==> src/rtl/target_report_pkg.sv <==
// Shared types and constants for the target report packer.
//   target_pos_t : one 41-bit target table entry {valid, xmin, ymin, xmax, ymax}
//   rpt_state_e  : packet serialiser states
//   TGT_BYTES    : bytes sent per valid target entry
//   COORD_W      : coordinate field width
package target_report_pkg;

    localparam int TGT_BYTES = 5;
    localparam int COORD_W   = 10;

    typedef struct packed {
        logic               valid;
        logic [COORD_W-1:0] xmin;
        logic [COORD_W-1:0] ymin;
        logic [COORD_W-1:0] xmax;
        logic [COORD_W-1:0] ymax;
    } target_pos_t;

    localparam int POS_W = $bits(target_pos_t);

    typedef enum logic [2:0] {
        IDLE,
        HDR,
        FRM,
        CNT,
        TGT,
        CHK
    } rpt_state_e;

endpackage

==> src/rtl/target_index_scan.sv <==
// Combinational priority scan over the target valid vector.
//   valid : one valid bit per table entry
//   start : lowest index to consider (may equal MAX_TARGET, giving no match)
//   idx   : lowest valid index >= start (0 when none)
//   found : a valid index >= start exists
module target_index_scan #(
    parameter int MAX_TARGET = 16
) (
    input  logic [MAX_TARGET-1:0]         valid,
    input  logic [$clog2(MAX_TARGET):0]   start,
    output logic [$clog2(MAX_TARGET)-1:0] idx,
    output logic                          found
);

    localparam int IW = $clog2(MAX_TARGET);

    always_comb begin
        idx   = '0;
        found = 1'b0;
        for (int unsigned i = 0; i < MAX_TARGET; i++) begin
            if (!found && valid[i] && (i >= 32'(start))) begin
                idx   = IW'(i);
                found = 1'b1;
            end
        end
    end

endmodule

==> src/rtl/target_report_packer.sv <==
// Snapshots the target table at each frame end (falling edge of per_frame_vsync)
// and streams it as one byte packet over a valid/ready interface:
//   HDR_BYTE, frame count, number of valid targets, 5 bytes per valid target
//   (bits [39:0], MSB first), optional checksum byte.
// Optional feature macro: TARGET_REPORT_CHECKSUM_EN appends a sum-mod-256 byte
// of all preceding packet bytes and moves m_last onto it.
// Ports:
//   sys_clk, sys_rst         clock, synchronous active-high reset
//   per_frame_vsync          detector vsync; falling edge = frame end
//   target_pos_in            MAX_TARGET x 41-bit entries, entry 0 in the LSBs
//   m_data/m_valid/m_last    packet byte stream, m_ready from the sink
//   frame_cnt                frame ends seen (wraps)
//   drop_sticky              a frame end arrived while a packet was in flight
module target_report_packer
    import target_report_pkg::*;
#(
    parameter int         MAX_TARGET = 16,
    parameter logic [7:0] HDR_BYTE   = 8'hA5
) (
    input  logic                        sys_clk,
    input  logic                        sys_rst,
    input  logic                        per_frame_vsync,
    input  logic [MAX_TARGET*POS_W-1:0] target_pos_in,
    output logic [7:0]                  m_data,
    output logic                        m_valid,
    output logic                        m_last,
    input  logic                        m_ready,
    output logic [7:0]                  frame_cnt,
    output logic                        drop_sticky
);

    localparam int IW = $clog2(MAX_TARGET);

    rpt_state_e      state;
    rpt_state_e      state_next;
    target_pos_t     snap [MAX_TARGET];
    logic [MAX_TARGET-1:0] snap_valid;
    logic [IW-1:0]   cur_idx;
    logic [2:0]      byte_idx;
    logic [IW:0]     num;
    logic [IW:0]     in_count;
    logic [7:0]      fcnt_snap;
    logic            vsync_q;
    logic            frame_end;
    logic            load;
    logic            accept;
    logic            last_tgt_byte;
    logic [IW:0]     scan_start;
    logic [IW-1:0]   scan_idx;
    logic            scan_found;
    logic [39:0]     cur_bits;
    logic [7:0]      tgt_byte;
`ifdef TARGET_REPORT_CHECKSUM_EN
    logic [7:0]      csum;
`endif

    assign frame_end = vsync_q & ~per_frame_vsync;
    assign load      = frame_end && (state == IDLE);

    always_comb begin
        in_count   = '0;
        snap_valid = '0;
        for (int unsigned i = 0; i < MAX_TARGET; i++) begin
            in_count      = in_count + (IW+1)'(target_pos_in[i*POS_W + POS_W - 1]);
            snap_valid[i] = snap[i].valid;
        end
    end

    // One scanner serves both cases: first entry (from CNT) and the entry
    // after the current one (while in TGT).
    assign scan_start = (state == CNT) ? '0 : (IW+1)'(cur_idx) + (IW+1)'(1);

    target_index_scan #(
        .MAX_TARGET(MAX_TARGET)
    ) u_scan (
        .valid(snap_valid),
        .start(scan_start),
        .idx  (scan_idx),
        .found(scan_found)
    );

    always_comb begin
        cur_bits = snap[cur_idx][39:0];
        case (byte_idx)
            3'd0:    tgt_byte = cur_bits[39:32];
            3'd1:    tgt_byte = cur_bits[31:24];
            3'd2:    tgt_byte = cur_bits[23:16];
            3'd3:    tgt_byte = cur_bits[15:8];
            default: tgt_byte = cur_bits[7:0];
        endcase
    end

    assign last_tgt_byte = (byte_idx == 3'(TGT_BYTES - 1)) && !scan_found;

    always_comb begin
        state_next = state;
        m_valid    = (state != IDLE);
        m_data     = '0;
        m_last     = 1'b0;
        accept     = m_valid & m_ready;
        case (state)
            IDLE: if (frame_end) state_next = HDR;
            HDR: begin
                m_data = HDR_BYTE;
                if (accept) state_next = FRM;
            end
            FRM: begin
                m_data = fcnt_snap;
                if (accept) state_next = CNT;
            end
            CNT: begin
                m_data = 8'(num);
                if (num == '0) begin
`ifdef TARGET_REPORT_CHECKSUM_EN
                    if (accept) state_next = CHK;
`else
                    m_last = 1'b1;
                    if (accept) state_next = IDLE;
`endif
                end else if (accept) begin
                    state_next = TGT;
                end
            end
            TGT: begin
                m_data = tgt_byte;
                if (last_tgt_byte) begin
`ifdef TARGET_REPORT_CHECKSUM_EN
                    if (accept) state_next = CHK;
`else
                    m_last = 1'b1;
                    if (accept) state_next = IDLE;
`endif
                end
            end
            CHK: begin
`ifdef TARGET_REPORT_CHECKSUM_EN
                m_data = csum;
                m_last = 1'b1;
                if (accept) state_next = IDLE;
`else
                state_next = IDLE;
`endif
            end
            default: state_next = IDLE;
        endcase
    end

    always_ff @(posedge sys_clk) begin
        if (sys_rst) state <= IDLE;
        else         state <= state_next;
    end

    always_ff @(posedge sys_clk) begin
        if (sys_rst) begin
            vsync_q     <= 1'b0;
            frame_cnt   <= '0;
            drop_sticky <= 1'b0;
            cur_idx     <= '0;
            byte_idx    <= '0;
            num         <= '0;
            fcnt_snap   <= '0;
`ifdef TARGET_REPORT_CHECKSUM_EN
            csum        <= '0;
`endif
        end else begin
            vsync_q <= per_frame_vsync;
            if (frame_end) begin
                frame_cnt <= frame_cnt + 8'd1;
                if (state != IDLE) drop_sticky <= 1'b1;
            end
            if (load) begin
                num       <= in_count;
                fcnt_snap <= frame_cnt;
`ifdef TARGET_REPORT_CHECKSUM_EN
                csum      <= '0;
`endif
            end
            if (accept) begin
`ifdef TARGET_REPORT_CHECKSUM_EN
                csum <= csum + m_data;
`endif
                if (state == CNT) begin
                    cur_idx  <= scan_idx;
                    byte_idx <= '0;
                end else if (state == TGT) begin
                    if (byte_idx == 3'(TGT_BYTES - 1)) begin
                        byte_idx <= '0;
                        cur_idx  <= scan_idx;
                    end else begin
                        byte_idx <= byte_idx + 3'd1;
                    end
                end
            end
        end
    end

    always_ff @(posedge sys_clk) begin
        if (!sys_rst && load) begin
            for (int unsigned i = 0; i < MAX_TARGET; i++) begin
                snap[i] <= target_pos_in[i*POS_W +: POS_W];
            end
        end
    end

endmodule

==> config.mk <==
export PLATFORM = sky130hd
export DESIGN_NAME = target_report_packer
export DESIGN_NICKNAME = d
export VERILOG_FILES = /design/src/rtl/target_report_pkg.sv /design/src/rtl/target_index_scan.sv /design/src/rtl/target_report_packer.sv
export SDC_FILE = /design/constraint.sdc
export NUM_CORES = 1
export LEC_CHECK = 0
export CAP_MARGIN = 40
export CORE_AREA = 3 3 261 263
export CTS_BUF_LIST = sky130_fd_sc_hd__clkbuf_8 sky130_fd_sc_hd__clkbuf_16
export DETAILED_ROUTE_END_ITERATION = 6
export DIE_AREA = 0 0 264 266
export PLACE_DENSITY = 0.68
export SYNTH_ARGS = -nofsm -noshare
export SYNTH_HDL_FRONTEND = slang
export SYNTH_SLANG_ARGS = --single-unit
==> constraint.sdc <==
create_clock -name sys_clk -period 41 [get_ports sys_clk]
set_clock_uncertainty 0.15 [all_clocks]
set_input_delay 8.2 -clock sys_clk [delete_from_list [all_inputs] [get_ports sys_clk]]
set_output_delay 8.2 -clock sys_clk [all_outputs]
set_load 0.02 [all_outputs]
* Yosys cells after proc, flatten, opt, wreduce, memory -nomap -nowiden *
Memories as Yosys holds them, arrays and structs flattened. A register that Yosys moved wholly into a read port is not among the register bits.
Cells that the tools add are included.

storage, ports and cells
  memories kept = 1
  logic and storage cells = 175
  output and inout port bits = 19
  flip-flop bits (word level) = 33
  bits in writable memories = 656
  bits of input ports = 660

memories
  name  words  bits a word  rd ports  clocked after Yosys merged registers in  wr ports  RTL line                    RTL
  snap  16     41           17        1                                        16        target_report_packer.sv:36  target_pos_t snap [MAX_TARGET];

operators by class
  $add $sub $neg = 18
  magnitude comparators = 16
  equal/unequal tests = 13
  bitwise operators = 3
  reduce and logical (&&, ||, !) cells = 61
  muxes and demuxes = 55

operators with widths
  kind                                                              number
  one-hot mux 8 bit (4 select lines)                                2
  adder 5 x 1 -> 5 bit                                              11
  two-way mux 4 bit                                                 13
  two-way mux 3 bit                                                 14
  greater-or-equal comparator 4 x 5 -> 1 bit, first input constant  8
  logical AND 1 bit                                                 34
  two-way mux 1 bit                                                 21
  greater-or-equal comparator 3 x 5 -> 1 bit, first input constant  4
  zero test 1 bit                                                   17
  one-hot mux 3 bit (5 select lines)                                1
  == test 3 x 2 -> 1 bit, second input constant                     4
  greater-or-equal comparator 1 x 5 -> 1 bit, first input constant  2
  greater-or-equal comparator 2 x 5 -> 1 bit, first input constant  2
  adder 8 x 1 -> 8 bit, second input constant                       1
  != test 2 bit, second input constant                              4
  == test 3 x 1 -> 1 bit, second input constant                     2
  == test 3 bit, second input constant                              2
  zero test 3 bit                                                   2
  adder 4 x 1 -> 5 bit                                              1
  adder 4 x 1 -> 5 bit, second input constant                       1
  zero test 5 bit                                                   1
  two-way mux 5 bit                                                 1
  AND reduction 5 bit                                               1
  adder 3 x 1 -> 4 bit                                              1
  other kinds (12)                                                  16

* Logic depth before layout (Yosys ltp) *
Gate-level depths: netlist of the first run.

  depth in word-level cells = 70
  depth in mapped cells = 15
  depth with buffers taken out = 15

* Cells and area by module *
A second synthesis of the first run with hierarchy kept.

unflattened totals
  cells, all modules = 1,527
  area, all modules = 27,802.9 um^2

modules (own cells, without submodules)
  module                times used  cells each  seq. area each (um^2)  area each (um^2)
  target_report_packer  1           1,440       20,439.6               27,252.4
  target_index_scan     1           87          0.0                    550.5

* Least setup slack after synthesis of the first run *
No wires, ideal clock.

  path kind = input port to flip-flop
  from = in per_frame_vsync
  to = mem snap[0][0] (netlist bit), enable pin
  data arrival time = 35,998 ps
  cell stages on the path = 5
  setup time = 1,696 ps
  required time = 39,154 ps
  buffers on the path = 2
  slack = 3,156 ps
  cells stage by stage = nor2b_1 clkbuf_1 nand2b_1 clkbuf_1 nor2_1

RTL lines
  item                RTL line                    RTL
  start: declaration  target_report_packer.sv:22  input logic per_frame_vsync,
  end: declaration    target_report_packer.sv:36

==> results of run 1 <==
-- path summary, 6_finish.rpt --
check                     from           end  slack, ps
setup / recovery     flip-flop     m_data[3]      27190
setup reg to reg      state[0]  snap[11][36]      36190
hold / removal    fcnt_snap[3]  fcnt_snap[3]        310
hold reg to reg   fcnt_snap[3]  fcnt_snap[3]        310
-- Yosys cell counts (all sizes together), types with 6 or more instances --
cell type | count | share of area
nand2 | 59 | 0.0081
nor3 | 9 | 0.0016
buf | 42 | 0.0084
ha | 12 | 0.0055
edfxtp | 656 | 0.72
nand3 | 10 | 0.0018
a22oi | 18 | 0.0049
inv | 22 | 0.0030
nor2 | 32 | 0.0045
fa | 10 | 0.0073
a21oi | 37 | 0.0067
dfxtp | 37 | 0.027
a21o | 6 | 0.0016
mux4 | 198 | 0.16
nand2b | 8 | 0.0018
clkbuf | 29 | 0.0040
nor2b | 13 | 0.0030
o21ai | 12 | 0.0022
or3 | 7 | 0.0016
-- layout make-up --
class	count	area [sq um]	share of cell area
antenna	25	62.6	0.00166
multi-input combinational	516	6600	0.175
timing repair buffer	705	7160	0.190
sequential	693	20500	0.542
inverter	22	82.6	0.00219
clock buffer	79	1970	0.0520
clock inverter	56	362	0.00957
tap	864	1080	0.0286
-- layer usage --
metal  wire, um  vias up
met5        183        -
met4       2500       28
met3       7040      143
met2      42000      653
met1      29400     7988
li1           -     6875
-- metrics by stage --
stage	utilization	setup WS [ps]
floorplan	-	3160
global route	0.573	26780
finish	0.573	27190
CTS	0.572	26950
detailed placement	0.537	27600
global placement	0.534	27470
-- critical path, cell delays in order (launching register included) --
cell and delay, ps:
sky130_fd_sc_hd__dfxtp_4 560, sky130_fd_sc_hd__buf_16 280, sky130_fd_sc_hd__buf_4 700, sky130_fd_sc_hd__buf_4 760
sky130_fd_sc_hd__mux4_2 590, sky130_fd_sc_hd__mux4_2 560, sky130_fd_sc_hd__a22oi_1 380, sky130_fd_sc_hd__nand3_1 150
sky130_fd_sc_hd__a22o_1 190, sky130_fd_sc_hd__clkdlybuf4s50_1 610
-- power breakdown --
part           leakage [uW]  switching, uW  internal, uW
clock               0.00121            271           366
combinational       0.00464           34.8          70.6
sequential          0.00625           4.73           790
total                0.0121            310          1230
-- layout by cell type (no fill, tap or decap), drive strengths merged, types with 5 or more instances in the layout --
| cell type | n |
|---|---|
| a31oi | 5 |
| nor3 | 9 |
| nand4 | 5 |
| xor2 | 5 |
| clkdlybuf4s50 | 678 |
| nor2 | 32 |
| nand2b | 8 |
| or3 | 7 |
| ha | 12 |
| nor2b | 13 |
| nand2 | 59 |
| a21oi | 37 |
| edfxtp | 656 |
| nand3 | 10 |
| buf | 27 |
| o21ai | 12 |
| a21o | 6 |
| and2 | 5 |
| clkbuf | 79 |
| diode | 25 |
| and3 | 5 |
| clkinv | 32 |
| a22oi | 18 |
| dfxtp | 37 |
| inv | 42 |
| mux4 | 198 |
| fa | 10 |
-- sequential cells by signal, summed over array words and instances, names as in the netlist, named ones only --
name	cells
frame_cnt	8
vsync_q	1
num	5
state	3
drop_sticky	1
byte_idx	3
cur_idx	4
fcnt_snap	8
snap	656
-- cell families (layout without fill, tap and decap cells) --
logic type | Yosys count | count (layout) | synth area share
adder cells (fa/ha/maj) | 23 | 23 | 0.0132
XOR/XNOR | 8 | 8 | 0.00255
other | 0 | 25 | 0
AO/OA/AOI/OAI | 115 | 115 | 0.0293
flip-flops | 693 | 693 | 0.745
multiplexers | 202 | 202 | 0.164
AND/OR/NAND/NOR | 168 | 168 | 0.0308
buffers and inverters | 93 | 862 | 0.0154
==> results.md, run 1 <==
- Final Instance Count excl. Fillers: approximately 3000
- Final instance area: between 30000 and 40000 sq um
- Vias in the first global route: roughly 17000
- Count of flip-flops with a built-in enable after synthesis: approximately 660
- Number of buffers added on ports: 678
- Fill count: about 5000
- DR vias/cell: ~5.3
- Sequential share of the synthesized area: 0.745
- TritonCTS clock tree: done
- Worst voltage drop across the vdd grid: around 35 uV
- Layout cell share with drive strength beyond 1: 0.168
- Synth Register Bits: 693
- Number of CTS-inserted buffers: 75
- Routed length per placed instance: ~27 um
- Number of buffers between clock root and the deepest sink: 3
- # Max-Cap Violations: 0
- Setup_tns: 0 ps
- Post-layout minimum cycle time: about 14000 ps
- Measured slew at the worst slew-check pin: about 1100 ps
- Worst path required time: roughly 33000 ps
- Synthesized area divided by synthesized cell count: approximately 21 sq um
- Post-route DRC violation count: 0
- Worst Path Class, Setup: flip-flop to output pin
- Power density relative to cell area: approximately 40 nW/um^2
- Nets@finish: 2695
- Detailed placer's ending HPWL: 61400 um
- Number of endpoints failing setup at the final stage: 0
- Antenna violations before repair: 36
- Post-DP Area: 35300 sq um
- Relative slew slack: 0.244
- # rows: 94
- TritonCTS sink count: between 600 and 700
- Dpl cells: between 2000 and 3000
- Worst hold path type: flip-flop to flip-flop
- Gr busiest metal: met2
- Crit start category: flip-flop
- Clk pin slew, worst setup/hold paths: 50 ps
- Library cells used by synthesis: 67
- Total number of yosys warnings: 0
- Initial Util: 0.417
- Global-route met3 utilization: 0.0844
- LEAKAGE: 0.0121 uW
- Die Width: between 200 and 300 um
- Final Hold Viols: 0
- Worst Hold Margin: slightly above 300 ps
- Die height: 266 um
- Highest net fanout along the worst path: 41
- First drt pass iteration count: 4
- Largest net degree at the start of global routing: between 200 and 250
- Fmax: around 0.072 GHz
- Global route total overflow: 0
- Global placement routability congestion: ~0.84
- Top-Level Pins: approximately 680
- Count of hold-fix buffers inserted at cts: 0
- Clk Latency, worst-skew pair: approximately 600 ps
- # H-tree levels: 3
- Cells after Synth: approximately 1300
- Layout overhead on the synthesized area: 37.6%
- First-pass GRT wire length: 115000 um
- Setup crit end kind: output pin
- Wirelength, routed: 81100 um
- Netlist area before placement: between 20000 and 30000 sq um
- Net count after synthesis: between 1500 and 2000
- Area of the core: between 60000 and 70000 sq um
- Cells on worst reg2reg path: 8
- Master cell of the clock root buffer: sky130_fd_sc_hd__clkbuf_16
- DRT iter0 DRCs: 1247
- Final worst path period share: 0.337
- Signal arrival time at the worst endpoint: 5460 ps
- Max Transition Viols Final: 0
- Commonest register cell after synthesis: sky130_fd_sc_hd__edfxtp_1
- Global-route usage over all layers: 0.230
- Number of setup buffers added after CTS: 0
- Antenna Violating Nets Remaining: 0
- Fraction of met2 tracks used by global routing: 0.392
- Post-synthesis async set-or-reset flop share: 0
- Result of the run: completed
- Hold path depth: 2
- Total Die Area: roughly 70000 sq um
- Post-layout total power: between 1500 and 2000 uW
- GRT met1 Usage: 0.268
- Unrepaired setup endpoints after global routing: false
- # resized after CTS: 0
- Overall via count from detail_route: between 15000 and 20000
Note: power is estimated with default switching activity, not from simulation.
==> inputs of run 2 (changes only) <==
CORE_AREA = 3 3 267 269   (was 3 3 261 263)
DIE_AREA = 0 0 270 272   (was 0 0 264 266)
clock period = 12.5 ns   (was 41 ns; I/O delays follow)
==> results.md, run 2 (synthesis results as in run 1) <==
- # Max-Cap Violations: 0 (unchanged)
- Worst Hold Margin: 307 ps (was 310 ps)
- Cell with the most instances on the worst path: sky130_fd_sc_hd__mux4_2
- Number of buffers between clock root and the deepest sink: 3 (unchanged)
- Signal arrival time at the worst endpoint: 4640 ps (was 5460 ps)
- Master cell of the clock root buffer: sky130_fd_sc_hd__clkbuf_16 (unchanged)
- Die height: 272 um (was 266 um)
- Initial Util: 0.399 (was 0.417)
- List of cells traversed by the critical path: buf_16, buf_4, mux4_2, mux4_2, a22oi_1, nand3_1, a22o_1, clkdlybuf4s50_1 (was buf_16, buf_4, buf_4, mux4_2, mux4_2, a22oi_1, nand3_1, a22o_1, clkdlybuf4s50_1)
- Detailed placer's ending HPWL: 60700 um (was 61400 um)
- Layout overhead on the synthesized area: 38.2% (was 37.6%)
- Final Hold Viols: 0 (unchanged)
- Global placement routability congestion: 0.869 (was 0.835)
- Clk Latency, worst-skew pair: 600 ps (about the same)
- Total Die Area: 73400 sq um (was 70200 sq um)
- Crit start category: flip-flop (unchanged)
- Max reg flops: 656 (unchanged)
- Worst Path Class, Setup: flip-flop to output pin (unchanged)
- Fmax: ~0.14 GHz
- DR vias/cell: 5.25 (was 5.30)
- Cells on worst reg2reg path: 5 (was 8)
- Worst path required time: 9850 ps (was 32650 ps)
- Antenna Violating Nets Remaining: 0 (unchanged)
- Largest incremental delay on the critical path: 670 ps (was 760 ps)
- Setup crit end kind: output pin (unchanged)
- Endpoint of the worst register-to-register path: snap[12][21] (was snap[11][36])
- Worst hold path type: flip-flop to flip-flop (unchanged)
- DRT iter0 DRCs: 1394 (was 1247)
- Number of CTS-inserted buffers: 76 (was 75)
- Sw Pwr: 1050 uW (was 310 uW)
- Origin of the worst min-delay path: fcnt_snap[0] (was fcnt_snap[3])
- Count of hold-fix buffers inserted at cts: 0 (unchanged)
- Part of the total power dissipated in the clock network: 0.433 (was 0.414)
- Final Instance Count excl. Fillers: 3014 (was 2960)
- Layout cell share with drive strength beyond 1: 0.171 (was 0.168)
- # rows: 96 (was 94)
- Post-layout minimum cycle time: 7290 ps
- Result of the run: completed (unchanged)
- Hold path depth: 2 (unchanged)
- Dpl cells: 2860 (was 2799)
- TritonCTS clock tree: done (unchanged)
- Worst voltage drop across the vdd grid: 143 uV (was 34.9 uV)
- Global-route usage over all layers: 0.219 (was 0.230)
- Number of endpoints failing setup at the final stage: 0 (unchanged)
- Power density relative to cell area: 137 nW/um^2 (was 40.7 nW/um^2)
- Critical R2R Launch: state[0] (unchanged)
- Number of buffers added on ports: 678 (unchanged)
- First drt pass iteration count: 4 (unchanged)
- Unrepaired setup endpoints after global routing: false (unchanged)
- Vias in the first global route: 17000 (was 16900)
- Antenna violations before repair: 28 (was 36)
- Max Transition Viols Final: 0 (unchanged)
- Part of the total power dissipated in sequential elements: 0.502 (was 0.517)
- Top library cells by usage in the layout, fill and taps aside: 678 x sky130_fd_sc_hd__clkdlybuf4s50_1, 656 x sky130_fd_sc_hd__edfxtp_1, 198 x sky130_fd_sc_hd__mux4_2 (unchanged)
- Most common cell after layout, fill and taps aside: sky130_fd_sc_hd__clkdlybuf4s50_1 (unchanged)
- Registers with the most flip-flops: snap x656, fcnt_snap x8, frame_cnt x8 (unchanged)
- Global route total overflow: 0 (unchanged)
- Fill count: 5257 (was 4911)
- Register ranked first by flip-flop count: snap (unchanged)
- Number of setup buffers added after CTS: 0 (unchanged)
- Pint: 4140 uW (was 1230 uW)
- First-pass GRT wire length: 115000 um (about the same)
- LEAKAGE: 0.0121 uW (about the same)
- Routed length per placed instance: 27.0 um (was 27.4 um)
- Clk pin slew, worst setup/hold paths: 60 ps (was 50 ps)
- Die Width: 270 um (was 264 um)
- Cell at the slowest stage of the critical path: sky130_fd_sc_hd__buf_4 (unchanged)
- Wirelength, routed: 81300 um (was 81100 um)
- Post-layout total power: 5200 uW (was 1540 uW)
- Reg-to-reg slack, setup: 8740 ps (was 36190 ps)
- Highest net fanout along the worst path: 39 (was 41)
- TritonCTS sink count: 693 (unchanged)
- Switching share of power: 0.203 (was 0.202)
- Measured slew at the worst slew-check pin: 1380 ps (was 1130 ps)
- # resized after CTS: 0 (unchanged)
- Combinational cell fraction of total power: 0.066 (was 0.069)
- Nets@finish: 2689 (was 2695)
- Top-Level Pins: 679 (unchanged)
- Final worst path period share: 0.583
- # H-tree levels: 3 (unchanged)
- Post-route DRC violation count: 0 (unchanged)
- Relative slew slack: 0.0817 (was 0.244)
- Area of the core: 68800 sq um (was 65900 sq um)
- Hold endpoint: fcnt_snap[0] (was fcnt_snap[3])
- Overall via count from detail_route: 15800 (was 15700)
- Largest net degree at the start of global routing: 229 (was 212)
[run 2: cell count changes in the layout (fill, tap and decap cells not counted), sizes merged]
cell / change
buf: -7
inv: -8
bufinv: +6
diode: -7
clkinvlp: +5
clkbuf: -2
[run 2: layout make-up]
class                   count  area, sq um  share of cell area
multi-input cells         516         6610               0.174
well taps                 931         1160              0.0307
flip-flops and latches    693        20500               0.539
clock buffers              77         1930              0.0508
clock inverters            59          608              0.0160
diodes                     18         45.0             0.00119
inverters                  22         82.6             0.00218
repair buffers            698         7050               0.186
[run 2: power groups by stage]
stage                     registers, uW  clock network [uW]  logic [uW]
final                              2610                2250         341
after global routing               2610                2400         368
after CTS                          2610                2300         347
after detailed placement           2660                   0         345
after global placement             2660                   0         337
after floorplan                    2670                   0        92.2
[run 2: per-stage QoR]
step	worst slack, ps	util	area [sq um]	setup TNS (ps)
after floorplan	-734	-	27500	-481240
after global routing	4990	0.551	37900	0
after global placement	5400	0.512	35200	0
final	5210	0.551	37900	0
after detailed placement	5750	0.514	35400	0
after CTS	5090	0.550	37900	0
[run 2: critical path, delay by kind of cell, from the launching register on]
kind            cells  cell delay, ps
mux                 2            1160
flops               1             430
simple gates        1             200
buf+inv             3            1560
compound gates      2             590
[run 2: how the worst max path moves through the flow]
stage	slack, ps	from	to	cells after the start
final	5210	flip-flop	m_data[3]	8
after global routing	4990	flip-flop	m_data[3]	8
after CTS	5090	flip-flop	m_data[3]	8
after detailed placement	5750	flip-flop	m_data[3]	8
after global placement	5400	flip-flop	m_data[3]	7
after floorplan	-730	per_frame_vsync	snap[0][0]	5
[run 2: metal layers]
layer	global-route usage	vias to the layer above	share of wire
met5	0	-	0.0025
met4	0.0697	32	0.025
met3	0.0662	132	0.081
met2	0.392	715	0.53
met1	0.252	8085	0.36
li1	-	6852	-
==> inputs of run 3 (changes only) <==
CORE_AREA = 3 3 261 263   (was 3 3 267 269)
DIE_AREA = 0 0 264 266   (was 0 0 270 272)
clock period = 6.8 ns   (was 12.5 ns; I/O delays follow)
==> results.md, run 3 (synthesis results as in run 1) <==
- Result of the run: completed (unchanged)
- Unrepaired setup endpoints after global routing: false (unchanged)
- Global placement routability congestion: 0.892 (was 0.869)
- Top delay family on crit path: simple AND/OR/NAND/NOR gates (was buffers and inverters)
- Max reg flops: 656 (unchanged)
- Total Die Area: 70200 sq um (was 73400 sq um)
- Switching share of power: 0.203 (about the same)
- Die height: 266 um (was 272 um)
- List of cells traversed by the critical path: ha_1, or2_1, o21ai_1, o41ai_2, and3_2, nand4_4, or4_4, o22ai_1, clkdlybuf4s50_1 (was buf_16, buf_4, mux4_2, mux4_2, a22oi_1, nand3_1, a22o_1, clkdlybuf4s50_1)
- Clk Latency, worst-skew pair: 610 ps (was 600 ps)
- Worst voltage drop across the vdd grid: 151 uV (was 143 uV)
- Part of the total power dissipated in sequential elements: 0.512 (was 0.502)
- Final worst path period share: 0.866
- Sw Pwr: 1900 uW (was 1050 uW)
- Number of CTS-inserted buffers: 74 (was 76)
- Count of cell instances traversed by the critical path: 9 (was 8)
- Power density relative to cell area: 248 nW/um^2 (was 137 nW/um^2)
- Relative slew slack: 0.460 (was 0.0817)
- Cells on worst reg2reg path: 8 (was 5)
- Wirelength, routed: 80500 um (was 81300 um)
- Largest net degree at the start of global routing: 101 (was 229)
- Registers with the most flip-flops: snap x656, fcnt_snap x8, frame_cnt x8 (unchanged)
- TritonCTS clock tree: done (unchanged)
- Number of buffers between clock root and the deepest sink: 3 (unchanged)
- Master cell of the clock root buffer: sky130_fd_sc_hd__clkbuf_16 (unchanged)
- Crit start category: flip-flop (unchanged)
- Max Transition Viols Final: 0 (unchanged)
- Antenna Violating Nets Remaining: 0 (unchanged)
- Pint: 7460 uW (was 4140 uW)
- # resized after CTS: 0 (unchanged)
- Layout overhead on the synthesized area: 37.8% (was 38.2%)
- Overall via count from detail_route: 15800 (about the same)
- Signal arrival time at the worst endpoint: 4380 ps (was 4640 ps)
- # rows: 94 (was 96)
- Global-route usage over all layers: 0.227 (was 0.219)
- Most common cell after layout, fill and taps aside: sky130_fd_sc_hd__clkdlybuf4s50_1 (unchanged)
- Global route total overflow: 0 (unchanged)
- Vias in the first global route: 17100 (was 17000)
- Count of hold-fix buffers inserted at cts: 0 (unchanged)
- Layout cell share with drive strength beyond 1: 0.171 (about the same)
- Routed length per placed instance: 27.3 um (was 27.0 um)
- LEAKAGE: 0.0121 uW (about the same)
- DRT iter0 DRCs: 1264 (was 1394)
- Top-Level Pins: 679 (unchanged)
- Worst Path Class, Setup: flip-flop to output pin (unchanged)
- Fmax: between 0.15 and 0.2 GHz
- Post-route DRC violation count: 0 (unchanged)
- Measured slew at the worst slew-check pin: 807 ps (was 1380 ps)
- DR vias/cell: 5.36 (was 5.25)
- Final Hold Viols: 0 (unchanged)
- Die Width: 264 um (was 270 um)
- Number of buffers and inverters on the critical path: 1 (was 3)
- Antenna violations before repair: 23 (was 28)
- # Max-Cap Violations: 0 (unchanged)
- Worst Hold Margin: 309 ps (was 307 ps)
- First-pass GRT wire length: 115000 um (about the same)
- Combinational cell fraction of total power: 0.068 (was 0.066)
- Nets@finish: 2699 (was 2689)
- Number of endpoints failing setup at the final stage: 0 (unchanged)
- Fin util: 0.574 (was 0.551)
- Worst path required time: 5290 ps (was 9850 ps)
- Post-layout minimum cycle time: slightly below 6000 ps
- First drt pass iteration count: 5 (was 4)
- Setup_tns: 0 ps (unchanged)
- Detailed placer's ending HPWL: 60700 um (about the same)
- Register ranked first by flip-flop count: snap (unchanged)
- Worst hold path type: flip-flop to flip-flop (unchanged)
- Hold path depth: 2 (unchanged)
- Part of the total power dissipated in the clock network: 0.420 (was 0.433)
- Post-layout total power: 9360 uW (was 5200 uW)
- Top library cells by usage in the layout, fill and taps aside: 678 x sky130_fd_sc_hd__clkdlybuf4s50_1, 656 x sky130_fd_sc_hd__edfxtp_1, 198 x sky130_fd_sc_hd__mux4_2 (unchanged)
- TritonCTS sink count: 693 (unchanged)
- Number of setup buffers added after CTS: 0 (unchanged)
- Clk pin slew, worst setup/hold paths: 60 ps (about the same)
- # H-tree levels: 3 (unchanged)
- Cell at the slowest stage of the critical path: sky130_fd_sc_hd__clkdlybuf4s50_1 (was sky130_fd_sc_hd__buf_4)
- Setup crit end kind: output pin (unchanged)
- Area of the core: 65900 sq um (was 68800 sq um)
- Largest incremental delay on the critical path: 670 ps (about the same)
- Highest net fanout along the worst path: 15 (was 39)
- Fill count: 4832 (was 5257)
- Number of buffers added on ports: 678 (unchanged)
- Initial Util: 0.417 (was 0.399)
## run 3: cell types whose count changed in the layout (fill, tap and decap cells not counted), sizes merged
| cell | before | now |
|---|---|---|
| clkinvlp | 6 | 1 |
| clkbuf | 77 | 74 |
| diode | 18 | 10 |
| clkinv | 32 | 33 |
| inv | 34 | 39 |
| bufinv | 9 | 7 |
| buf | 20 | 32 |
## run 3: layout make-up
type,instances,area [sq um],area share
diodes,10,25.0,0.000662
clock buffers,74,1850,0.0490
repair buffers,710,7200,0.190
inverters,22,82.6,0.00218
clock inverters,58,526,0.0139
multi-input cells,516,6610,0.175
well taps,864,1080,0.0286
flip-flops and latches,693,20500,0.541
## run 3: tightest hold or removal path: stages (launching register included)
cell,delay (ps)
sky130_fd_sc_hd__dfxtp_1,310
sky130_fd_sc_hd__nand2_1,50
sky130_fd_sc_hd__a21oi_1,50
## run 3: routing by layer
layer | track usage | share of wire
met5 | 0 | 0.0018
met4 | 0.0627 | 0.022
met3 | 0.0639 | 0.080
met2 | 0.405 | 0.53
met1 | 0.272 | 0.37
## run 3: final timing paths
path	start	to	slack [ps]
min reg2reg	fcnt_snap[3]	fcnt_snap[3]	310
max reg2reg	cur_idx[0]	flip-flop	3320
min	fcnt_snap[3]	fcnt_snap[3]	310
max	cur_idx[0]	m_last	910
## run 3: power by group through the flow
stage          logic (uW)  clock network (uW)  registers [uW]
6_report              637                3940            4790
3_3_place_gp          624                   0            4880
4_1_cts               645                4030            4790
5_1_grt               685                4220            4790
2_1_floorplan         169                   0            4900
3_5_place_dp          641                   0            4880
## run 3: through the flow
stage               worst slack (ps)  instances  cell area (sq um)
floorplan                      -5290       1302              27500
global placement                1500       2803              35400
detailed placement              1490       2805              35400
CTS                              895       2937              37800
global route                     657       2944              37800
finish                           913       2947              37800
==> edit, RTL diff (settings of run 3) <==
The package constant `COORD_W` goes from 10 to 11.
--- a/src/rtl/target_report_pkg.sv
+++ b/src/rtl/target_report_pkg.sv
@@ -8,3 +8,3 @@
     localparam int TGT_BYTES = 5;
-    localparam int COORD_W   = 10;
+    localparam int COORD_W   = 11;
 
Interface: changed (resized target_pos_in); port bits go from 679 to 743. The function was not compared with the original's and may differ.
==> edit against run 3 <==
Final area grew 0.53%; sequential cell count is the same; die area is the same; synthesized cell count grew 2.2%; worst setup slack lost 0.070 ns; synthesized area is essentially flat; total power grew 3.0%; cell count grew 1.8%; global-route usage grew 0.071 points; fmax shrank 1.2%; sequential share of layout area shrank 0.29 points; via count grew 0.96%; routed wire length grew 1.2%; highest routed layer unchanged.
==> edit: results (changes against run 3) <==
Logic synthesis
  • Syn avg cell area: 20.6 um2 (-2.1%)
  • List of most frequent post-synthesis cells: edfxtp_1 (656), mux4_2 (184), nand2_1 (47), a21oi_1 (43), dfxtp_1 (37)
  • Synth Warn #: 0 (unchanged)
  • Seq/Total Area, Yosys: 0.744 (about the same)
  • Synth unique cells: 69 (+3.0%)
  • Syn_nets: 2,077 (+4.7%)
  • Largest cells by area after synthesis: edfxtp_1 (72%), mux4_2 (15%), dfxtp_1 (2.7%), mux2i_1 (1.2%), a21oi_1 (0.78%)
  • Number of synthesized flops with an enable pin: 656 (unchanged)
  • Post-synthesis async set-or-reset flop share: 0 (unchanged)
  • Synth Flop Type: edfxtp_1

Setup path
  • WP data arrival: 4.45 ns (+0.07 ns)
  • Crit Path Max Fanout: 34 (+19)
  • Slack of the worst reg-to-reg path: 3.25 ns (-0.07 ns)

CTS
  • Num CTS Buffers: 74 (unchanged)
  • H-tree depth: 3 (unchanged)
  • CTS root buffer: clkbuf_16
  • Worst-skew pair later-pin latency: 0.60 ns
  • Postcts setup bufs: 0 (unchanged)
  • Reg clk slew, reported paths: 0.06 ns (about the same)
  • Post-cts gate resize count: 0 (unchanged)
  • Clock buffer depth: 3 (unchanged)

Power and ir drop
  • Max IR drop VDD: 0.253 mV (+68%)
  • LEAKAGE: 12.1 nW (about the same)
  • Power per Cell Area: 254 nW/um2 (+2.5%)

Timing
  • Slew margin rel.: 0.340 (-0.120)
  • Hold_ws: 0.315 ns (+0.00688 ns)
  • Worst setup margin: 0.843 ns (-0.0703 ns)

Global routing
  • Antenna violations before repair: 36 (+57%)
  • Largest net degree at the start of global routing: 165 (+63%)
  • Total GRT Usage: 0.228 (+0.000707)
  • Number of global-route vias before repair: 17,200 (+0.20%)
  • First-pass GRT wire length: 115,000 um (-0.35%)

Cells and area
  • Fillers: 4,925 (+1.9%)
  • Share of layout cells above drive strength 1: 0.163 (-0.00783)
  • Final cell count without fillers: 2,999 (+1.8%)
  • Biggest regs: snap (656), fcnt_snap (8), frame_cnt (8)
  • NumNets Final: 2,793 (+3.5%)

Placed design
  • Post-placement worst setup slack: 1.36 ns (-0.136 ns)
  • Port Buffers: 678 (unchanged)
  • GP Congestion: 0.848 (-4.9%)
  • Dpl hpwl: 62,300 um (+2.7%)
  • Dpl cell area: 35,400 um2 (-0.11%)

Min path
  • Worst hold path class: register to register

Drt
  • Wirelength per Cell: 27.2 um (-0.56%)
  • Drt drc: 0 (unchanged)
  • Drt initial violations: 1,393 (+10%)
  • Total number of vias: 15,900 (+0.96%)
  • Pre-antenna DRT Iters: 5 (unchanged)

Run status
  • Status: finished clean
-- edit: power breakdown --
group,switching [W],leakage (nW),total (W),internal [W]
sequential,0.0000285,6.25,0.00479,0.00477
clock,0.00167,1.30,0.00419,0.00252
combinational,0.000220,4.58,0.000658,0.000437
-- edit: layout make-up --
type	instances	area, um2	area share
Sequential cell	693	20500	0.538
Timing Repair Buffer	707	7100	0.187
Clock inverter	54	599	0.0158
Antenna cell	30	75.1	0.00197
Multi-Input combinational cell	550	6660	0.175
Inverter	21	78.8	0.00207
Tap cell	864	1080	0.0284
Clock buffer	80	1970	0.0518
-- edit: path summary, 6_finish.rpt --
kind / from / endpoint / depth (start not counted)
max: register / m_data[7] / 7
min: fcnt_snap[0] / fcnt_snap[0] / 2
max reg2reg: cur_idx[0] / register / 8
min reg2reg: fcnt_snap[0] / fcnt_snap[0] / 2
-- edit: routing by layer --
layer	wire (um)	track usage	vias up
met5	99	0	-
met4	2460	0.0984	14
met3	7320	0.0725	140
met2	42600	0.389	719
met1	28900	0.267	8079
li1	-	-	6994
-- edit: worst max-delay path: stages (launching register included) --
cell	delay, ns
dfxtp_4	0.71
buf_4	0.67
mux4_2	0.59
mux2i_1	0.42
o22ai_1	0.17
o31ai_1	0.44
nand3_1	0.14
clkdlybuf4s50_1	0.63
-- edit: cells by family (layout without fill, tap and decap cells) --
family | count (synthesis) | in the layout | share of synthesized area
AO/OA/AOI/OAI | 137 | 137 | 0.0324
buffers and inverters | 88 | 862 | 0.0140
multiplexers | 219 | 219 | 0.164
XOR/XNOR | 8 | 8 | 0.00282
adder cells (fa/ha/maj) | 22 | 22 | 0.0128
other | 0 | 30 | 0
flip-flops | 693 | 693 | 0.744
AND/OR/NAND/NOR | 164 | 164 | 0.0302
